**src/rtl/perf_mon_pkg.sv**
```systemverilog
// Shared encodings for the pipeline performance monitor: FSM states, event
// channel indices and the packed trace entry width.
package perf_mon_pkg;

    typedef enum logic [1:0] {
        ST_IDLE = 2'd0,
        ST_RUN  = 2'd1,
        ST_HALT = 2'd2
    } state_t;

    localparam int EVT_STALL  = 0;
    localparam int EVT_FLUSH  = 1;
    localparam int EVT_RETIRE = 2;
    localparam int EVT_MEM    = 3;

    // Trace entry layout is {pc, dest reg, data}.
    function automatic int trace_w(input int addr_w, input int data_w);
        return addr_w + 5 + data_w;
    endfunction

endpackage

```
**src/rtl/pipeline_perf_monitor_trace_fifo.sv**
```systemverilog
// First-word-fall-through FIFO. Pointers carry one extra wrap bit so that
// full and empty are distinguishable; push into a full FIFO succeeds when a pop
// happens in the same cycle.
module trace_fifo #(
    parameter int WIDTH = 8,
    parameter int DEPTH = 16
) (
    input  logic             clk,
    input  logic             rst,
    input  logic             push,
    input  logic             pop,
    input  logic [WIDTH-1:0] wdata,
    output logic [WIDTH-1:0] rdata,
    output logic             full,
    output logic             empty
);
    localparam int AW = $clog2(DEPTH);

    logic [AW:0]      wr_ptr, rd_ptr;
    logic [WIDTH-1:0] mem [DEPTH];
    logic             do_push, do_pop;

    assign empty   = (wr_ptr == rd_ptr);
    assign full    = (wr_ptr[AW] != rd_ptr[AW]) && (wr_ptr[AW-1:0] == rd_ptr[AW-1:0]);
    assign do_pop  = pop && !empty;
    assign do_push = push && (!full || do_pop);

    always_ff @(posedge clk) begin
        if (rst) begin
            wr_ptr <= '0;
            rd_ptr <= '0;
        end else begin
            if (do_push) wr_ptr <= wr_ptr + 1'b1;
            if (do_pop)  rd_ptr <= rd_ptr + 1'b1;
        end
    end

    always_ff @(posedge clk) begin
        if (do_push) mem[wr_ptr[AW-1:0]] <= wdata;
    end

    // Head is forced to zero while empty so stale storage never shows.
    assign rdata = empty ? '0 : mem[rd_ptr[AW-1:0]];

endmodule

```
**src/rtl/pipeline_perf_monitor.sv**
```systemverilog
// Cycle/event counters with saturation, run-limit FSM and a retired-writeback
// trace FIFO with drop accounting.
module pipeline_perf_monitor
    import perf_mon_pkg::*;
#(
    parameter int ADDR_W      = 32,
    parameter int DATA_W      = 32,
    parameter int CNT_W       = 32,
    parameter int NUM_EVT     = 4,
    parameter int TRACE_DEPTH = 16,
    parameter int SEL_W       = (NUM_EVT > 1) ? $clog2(NUM_EVT) : 1
) (
    input  logic               clk,
    input  logic               rst,
    input  logic               start_i,
    input  logic               clear_i,
    input  logic [CNT_W-1:0]   cycle_limit_i,
    input  logic [NUM_EVT-1:0] event_i,
    input  logic               retire_i,
    input  logic [ADDR_W-1:0]  pc_i,
    input  logic               wb_en_i,
    input  logic [4:0]         wb_addr_i,
    input  logic [DATA_W-1:0]  wb_data_i,
    input  logic [SEL_W-1:0]   evt_sel_i,
    output logic [CNT_W-1:0]   evt_cnt_o,
    output logic [CNT_W-1:0]   cycle_cnt_o,
    output logic [CNT_W-1:0]   drop_cnt_o,
    output logic [1:0]         state_o,
    output logic               halt_o,
    output logic               trace_valid_o,
    input  logic               trace_rd_i,
    output logic [ADDR_W-1:0]  trace_pc_o,
    output logic [4:0]         trace_reg_o,
    output logic [DATA_W-1:0]  trace_data_o,
    output logic               trace_overflow_o
);
    localparam int              TW      = trace_w(ADDR_W, DATA_W);
    localparam logic [CNT_W-1:0] CNT_MAX = '1;

    state_t                        state;
    logic [CNT_W-1:0]              cycle_cnt, cycle_nxt, drop_cnt;
    logic [NUM_EVT-1:0][CNT_W-1:0] evt_cnt;
    logic                          overflow;
    logic                          push, full, empty, drop;
    logic [TW-1:0]                 head;

    assign push      = (state == ST_RUN) && retire_i && wb_en_i && (wb_addr_i != 5'd0);
    // A pop from a full FIFO frees the slot, so only an unpaired push drops.
    assign drop      = push && full && !trace_rd_i;
    assign cycle_nxt = (cycle_cnt == CNT_MAX) ? cycle_cnt : cycle_cnt + 1'b1;

    always_ff @(posedge clk) begin
        if (rst || clear_i) begin
            state     <= ST_IDLE;
            cycle_cnt <= '0;
            evt_cnt   <= '0;
            drop_cnt  <= '0;
            overflow  <= 1'b0;
        end else begin
            case (state)
                ST_IDLE: if (start_i) state <= ST_RUN;
                ST_RUN: begin
                    cycle_cnt <= cycle_nxt;
                    for (int k = 0; k < NUM_EVT; k++)
                        if (event_i[k] && evt_cnt[k] != CNT_MAX) evt_cnt[k] <= evt_cnt[k] + 1'b1;
                    // Halt only on the increment that reaches the limit, so a limit
                    // lowered below the current count never fires.
                    if (cycle_limit_i != '0 && cycle_nxt == cycle_limit_i && cycle_cnt != cycle_limit_i)
                        state <= ST_HALT;
                end
                default: ;
            endcase
            if (drop) begin
                overflow <= 1'b1;
                if (drop_cnt != CNT_MAX) drop_cnt <= drop_cnt + 1'b1;
            end
        end
    end

    trace_fifo #(.WIDTH(TW), .DEPTH(TRACE_DEPTH)) u_fifo (
        .clk   (clk),
        .rst   (rst || clear_i),
        .push  (push),
        .pop   (trace_rd_i),
        .wdata ({pc_i, wb_addr_i, wb_data_i}),
        .rdata (head),
        .full  (full),
        .empty (empty)
    );

    always_comb begin
        evt_cnt_o = '0;
        for (int k = 0; k < NUM_EVT; k++)
            if (int'(evt_sel_i) == k) evt_cnt_o = evt_cnt[k];
    end

    assign cycle_cnt_o      = cycle_cnt;
    assign drop_cnt_o       = drop_cnt;
    assign state_o          = state;
    assign halt_o           = (state == ST_HALT);
    assign trace_valid_o    = !empty;
    assign trace_overflow_o = overflow;
    assign {trace_pc_o, trace_reg_o, trace_data_o} = head;

endmodule

```
**config.mk**
```make
export PLATFORM = sky130hd
export DESIGN_NAME = pipeline_perf_monitor
export DESIGN_NICKNAME = d
export VERILOG_FILES = /design/src/rtl/perf_mon_pkg.sv /design/src/rtl/pipeline_perf_monitor_trace_fifo.sv /design/src/rtl/pipeline_perf_monitor.sv
export SDC_FILE = /design/constraint.sdc
export NUM_CORES = 1
export LEC_CHECK = 0
export CORE_UTILIZATION = 60
export DETAILED_ROUTE_END_ITERATION = 12
export GPL_TIMING_DRIVEN = 0
export PLACE_DENSITY = 0.8
export REMOVE_ABC_BUFFERS = 1
export SLEW_MARGIN = 0
export SYNTH_ARGS = -nofsm -noshare
export SYNTH_HDL_FRONTEND = slang
export SYNTH_SLANG_ARGS = --single-unit
```
**constraint.sdc**
```tcl
create_clock -name clk -period 9.1 [get_ports clk]
set_input_delay 1.82 -clock clk [delete_from_list [all_inputs] [get_ports clk]]
set_output_delay 1.82 -clock clk [all_outputs]
set_load 0.02 [all_outputs]
```
# Word level (Yosys, flattened, before mapping)
# Memory sizes are Yosys's and may differ from the RTL's. A register that Yosys moved wholly into a read port is not among the register bits.
# Cells that the tools add are included.
# classes
mux,13
n_reduce_logical,30
addsub,8
n_eq_ne,18
# op_table
operator,count
$add A32 B1 Y32 const B,6
$mux W32,5
$ne A32 B32 Y1 const B,5
$mux W69,1
$eq A32 B32 Y1,1
$eq A32 B32 Y1 const B,1
$ne A32 B32 Y1,1
$reduce_bool A32 Y1,1
$logic_and A1 B1 Y1,14
$add A5 B1 Y5 const B,2
$reduce_and A2 Y1,5
$mux W4,2
$eq A2 B2 Y1 const B,3
$eq A5 B5 Y1,1
$reduce_bool A5 Y1,1
$eq A2 B1 Y1 const B,2
$eq A4 B4 Y1,1
$logic_not A2 Y1,2
$mux W2,2
$pmux W2 S2,1
$logic_not A1 Y1,3
$reduce_and A3 Y1,1
$logic_or A1 B1 Y1,2
$mux W1,2
other kinds (4),4
# word_totals
input_bits,114
ramBits,1104
register_bits,205
n_memories,1
out_inout_bits,170
# mem_list
name,words,word_bits,read_ports,rd_clocked_by_memory_dff,wr,line,text
u_fifo.mem,16,69,1,1,1,pipeline_perf_monitor_trace_fifo.sv:20,logic [WIDTH-1:0] mem [DEPTH];

# Depth between registers and ports, before layout
# depth
word_depth,7
mapped_depth,11
ltp_nobuf,9

# Modules after synthesis
# Synthesis repeated with hierarchy kept, for this count alone.
# hier_totals
hier_cells,3100
hier_area_um2,53060.9
# by_module_without_submodules
module,seq_area_each_um2,cells_per_inst,area_per_inst_um2,n_inst
trace_fifo,33432.1,1782,41915.2,1
pipeline_perf_monitor,3903.7,1318,11145.7,1

# Least setup slack after synthesis
# Ideal clock, no wire load.
# synth_timing
kind,input -> register
from,input port wb_addr_i[3]
to,memory u_fifo.mem[3][0] (netlist name) (enable)
required_time_ps,8519
slack_ps,1216
t_arrival_ps,7303
stages,5
n_path_buf,0
path_cell_list,or4_1 o2111ai_1 nor2_1 nand2_1 nor3_1
# synth_between
elab_chain_len,5
# synth_lines
item,line,text
from (decl),pipeline_perf_monitor.sv:22,"input logic [4:0] wb_addr_i,"
$reduce_bool A5 Y1,pipeline_perf_monitor.sv:47,assign push = (state == ST_RUN) && retire_i && wb_en_i && (wb_addr_i != 5'd0);
$logic_and A1 B1 Y1,pipeline_perf_monitor.sv:47,
$logic_and A1 B1 Y1,pipeline_perf_monitor_trace_fifo.sv:26,assign do_push = push && (!full || do_pop);
$mux W1,pipeline_perf_monitor_trace_fifo.sv:39,if (do_push) mem[wr_ptr[AW-1:0]] <= wdata;
$mux W1 (not written as such),pipeline_perf_monitor_trace_fifo.sv:39,
to (decl),pipeline_perf_monitor_trace_fifo.sv:20,
# Every way passes these cells.

==> results_dict.tcl <==
set metrics [dict create \
    fmaxAchievable_ghz 0.158 \
    outcome "finished, final reports clean" \
    cp.arrival_ns 4.52 \
    seq_area_frac_synth_pct 70.0 \
    netlist_instances 2998 \
    hold_violations 0 \
    io_buffers 283 \
    hold_class "reg2reg" \
    drive_above_1_share_pct 20.1 \
    clk_path_buf_depth 3 \
    cts.sink_count 1313 \
    start_util_pct 60.5 \
    setup_violations 0 \
    path_clk_slew_ns 0.06 \
    finalCritPeriodShare_pct 69.6 \
    pwr-share-clk_pct 43.9 \
    drcViolationCount 0 \
    crit_path_end "trace_pc_o[11]" \
    worstReg2RegStart "state_o[0]" \
    hpwl_um 85000 \
    postCtsHoldBufs 0 \
    htreeDepth 4 \
    cts_setup_buffers 0 \
    cts_resized 0 \
    drtAntennaViolNets 0 \
    clock_skew_ns 0.0178 \
    worst_pin_slew_ns 1.44 \
    leakage_nw 19.2 \
    power_frac_comb_pct 1.9 \
    grt_max_degree 94 \
    synthesis.area_um2 53400 \
    crit_path_end_kind "output pin" \
    avgSynthCellArea_um2 17.8 \
    timing.hold.ws_ns 0.472 \
    post_synth_num_cell_types 66 \
    die_width_um 300 \
    vias 31000 \
    ys_warn_count 0 \
    worstRegToRegCells 9 \
    max-slew-margin-rel_pct 3.60 \
    grt_pass1_wl_um 209000 \
    drv_slew 0 \
    p_sw_share_pct 20.6 \
    final_area_um2 63300 \
    power_frac_seq_pct 54.2 \
    dr.pass1.iters 8 \
    synth_edf_count 1104 \
    r2r_end "u_fifo.mem[1][41]" \
    num-nets-final 3490 \
    setup_slack_ns 2.76 \
    coreArea_um2 88200 \
    place_area_um2 59100 \
    gp_congestion 0.911 \
    grt_overflow 0 \
    grt.total_usage_pct 32.3 \
    rsz0062_at_grt "false" \
    finalWorstPathRequiredPeriod_ns 6.34 \
    r2r_slack_ns 4.67 \
    vias_per_cell 6.68 \
    dpl_worst_slack_ns 3.08 \
    wl_per_cell_um 30.9 \
    cts_tree "yes" \
    cap_violations 0 \
    intPower_w 0.00954 \
    ys_ff_latch 1313 \
    antenna_found_initial 15 \
    grt_pass1_vias 31800 \
    root_buffer "clkbuf_16" \
    worstSetupPathType "reg2out" \
    critPathLaunchType "flop" \
    ir_drop_mv 0.201 \
    worstSkewPairLatency_ns 0.76 \
    syn_to_final_growth_pct 18.6 \
    die-height_um 300 \
    required_ns 7.28 \
    power_density_nw_per_um2 190 \
    io_pins 284 \
    async_flop_share_pct 0 \
    crit_fanout 44 \
    drtIter0Drc 3668 \
    p_switching_w 0.00248 \
    cts_buffers 133 \
    synthFlopType "edfxtp_1" \
    num_rows 109 \
    wirelength_um 143000 \
    dieArea_um2 90100 \
]
==> power groups by stage <==
stage	Combinational (W)	Sequential (W)	Clock, W
after floorplan	0.0000622	0.00665	0
after global placement	0.000198	0.00665	0
after detailed placement	0.000216	0.00664	0
after CTS	0.000220	0.00652	0.00532
after global routing	0.000234	0.00651	0.00552
final	0.000222	0.00652	0.00527
==> layout by cell type, fill, tap and decap left out, drive strengths merged, types with 5 or more instances in the layout <==
cell	instances
nand3	76
nand4	69
dfxtp	209
nor3	39
nor2	227
or4	9
diode	10
and2	20
and4	25
a21oi	54
clkbuf	167
mux4	377
nand2b	10
xor2	115
a31oi	5
inv	33
nor2b	77
ha	11
mux2i	10
o21ai	51
edfxtp	1104
nor4	22
clkinv	54
bufinv	5
or3	44
and3	24
buf	103
xnor2	84
clkdlybuf4s50	281
nand2	107
==> flip-flops by register name (all words and copies together) (netlist names), named ones only <==
register and flops:
trace_overflow_o 1, u_fifo.mem 1104, cycle_cnt_o 32, evt_cnt 128
u_fifo.rd_ptr 5, u_fifo.wr_ptr 5, state_o 2, drop_cnt_o 32
==> layout make-up <==
class / count / area (um2)
Fill cell: 4990 / 25000
Multi-Input combinational cell: 1507 / 15400
Inverter: 26 / 97.6
Sequential cell: 1313 / 37400
Antenna cell: 10 / 25.0
Clock buffer: 167 / 3560
Tap cell: 1165 / 1460
Clock inverter: 69 / 607
Timing Repair Buffer: 384 / 4740
==> cell usage after synthesis (7+ instances only) <==
library cell / instances / area share [%]
nor2_1: 227 / 1.6
nor3_1: 37 / 0.35
dfxtp_1: 209 / 7.8
and4_1: 25 / 0.41
nand2b_1: 10 / 0.12
nand2_1: 107 / 0.75
inv_1: 26 / 0.18
ha_1: 11 / 0.26
buf_2: 10 / 0.094
xor2_1: 115 / 1.9
a21oi_1: 54 / 0.51
buf_1: 28 / 0.20
xnor2_1: 81 / 1.3
or4_1: 7 / 0.098
mux2i_1: 10 / 0.19
and2_1: 20 / 0.23
or3_1: 44 / 0.52
nand3_1: 76 / 0.71
edfxtp_1: 1104 / 62
nor2b_1: 77 / 0.90
o21ai_0: 49 / 0.46
mux4_2: 377 / 16
clkbuf_1: 110 / 0.77
nor4_1: 21 / 0.25
and3_1: 24 / 0.28
nand4_1: 67 / 0.79
==> cell families (layout without fill, tap and decap cells) <==
logic type,Yosys count,in the layout,synth area share [%]
and+or+nand+nor,766,766,7.44
xor gates and xnor gates,199,199,3.31
DFF,1313,1313,70.0
adders and majority gates,11,11,0.258
buffers and inverters,178,646,1.32
muxes,388,388,16.1
other,0,10,0
AOI/OAI and AO/OA,143,143,1.57
==> routing by layer <==
| layer | track usage, % | vias to the layer above | part of all wire [%] |
|---|---|---|---|
| met3 | 5.91 | 344 | 8.6 |
| met2 | 56.3 | 1973 | 52 |
| met5 | 0 | - | 0.047 |
| li1 | - | 12700 | - |
| met1 | 39.9 | 16000 | 35 |
| met4 | 13.3 | 12 | 3.8 |
==> metrics by stage <==
stage          TNS [ns]  std cells  total power (W)  utilization, %
2_1_floorplan   -371.31       2846          0.00671               -
5_1_grt               0       4637           0.0123            71.7
4_1_cts               0       4631           0.0121            71.7
3_5_place_dp          0       4395          0.00686            67.0
6_report              0       4641           0.0120            71.7
3_3_place_gp   -4009.02       4294          0.00684            64.6
==> worst min-delay path by stage <==
| stage | start | endpoint | cells after the start |
|---|---|---|---|
| CTS | trace_overflow_o | trace_overflow_o | 1 |
| global placement | trace_overflow_o | trace_overflow_o | 1 |
| global route | trace_overflow_o | trace_overflow_o | 1 |
| floorplan | evt_cnt[33] | evt_cnt[33] | 2 |
| detailed placement | trace_overflow_o | trace_overflow_o | 1 |
| finish | trace_overflow_o | trace_overflow_o | 1 |
==> worst max-delay path, cell delays in order, from the launching register on <==
cell	delay, ns
dfxtp_4	0.77
buf_16	0.36
buf_16	0.37
buf_16	0.34
mux4_2	0.60
mux4_2	0.52
nor2b_1	0.17
clkdlybuf4s50_1	0.56
Note: power is estimated with default switching activity, not from simulation.
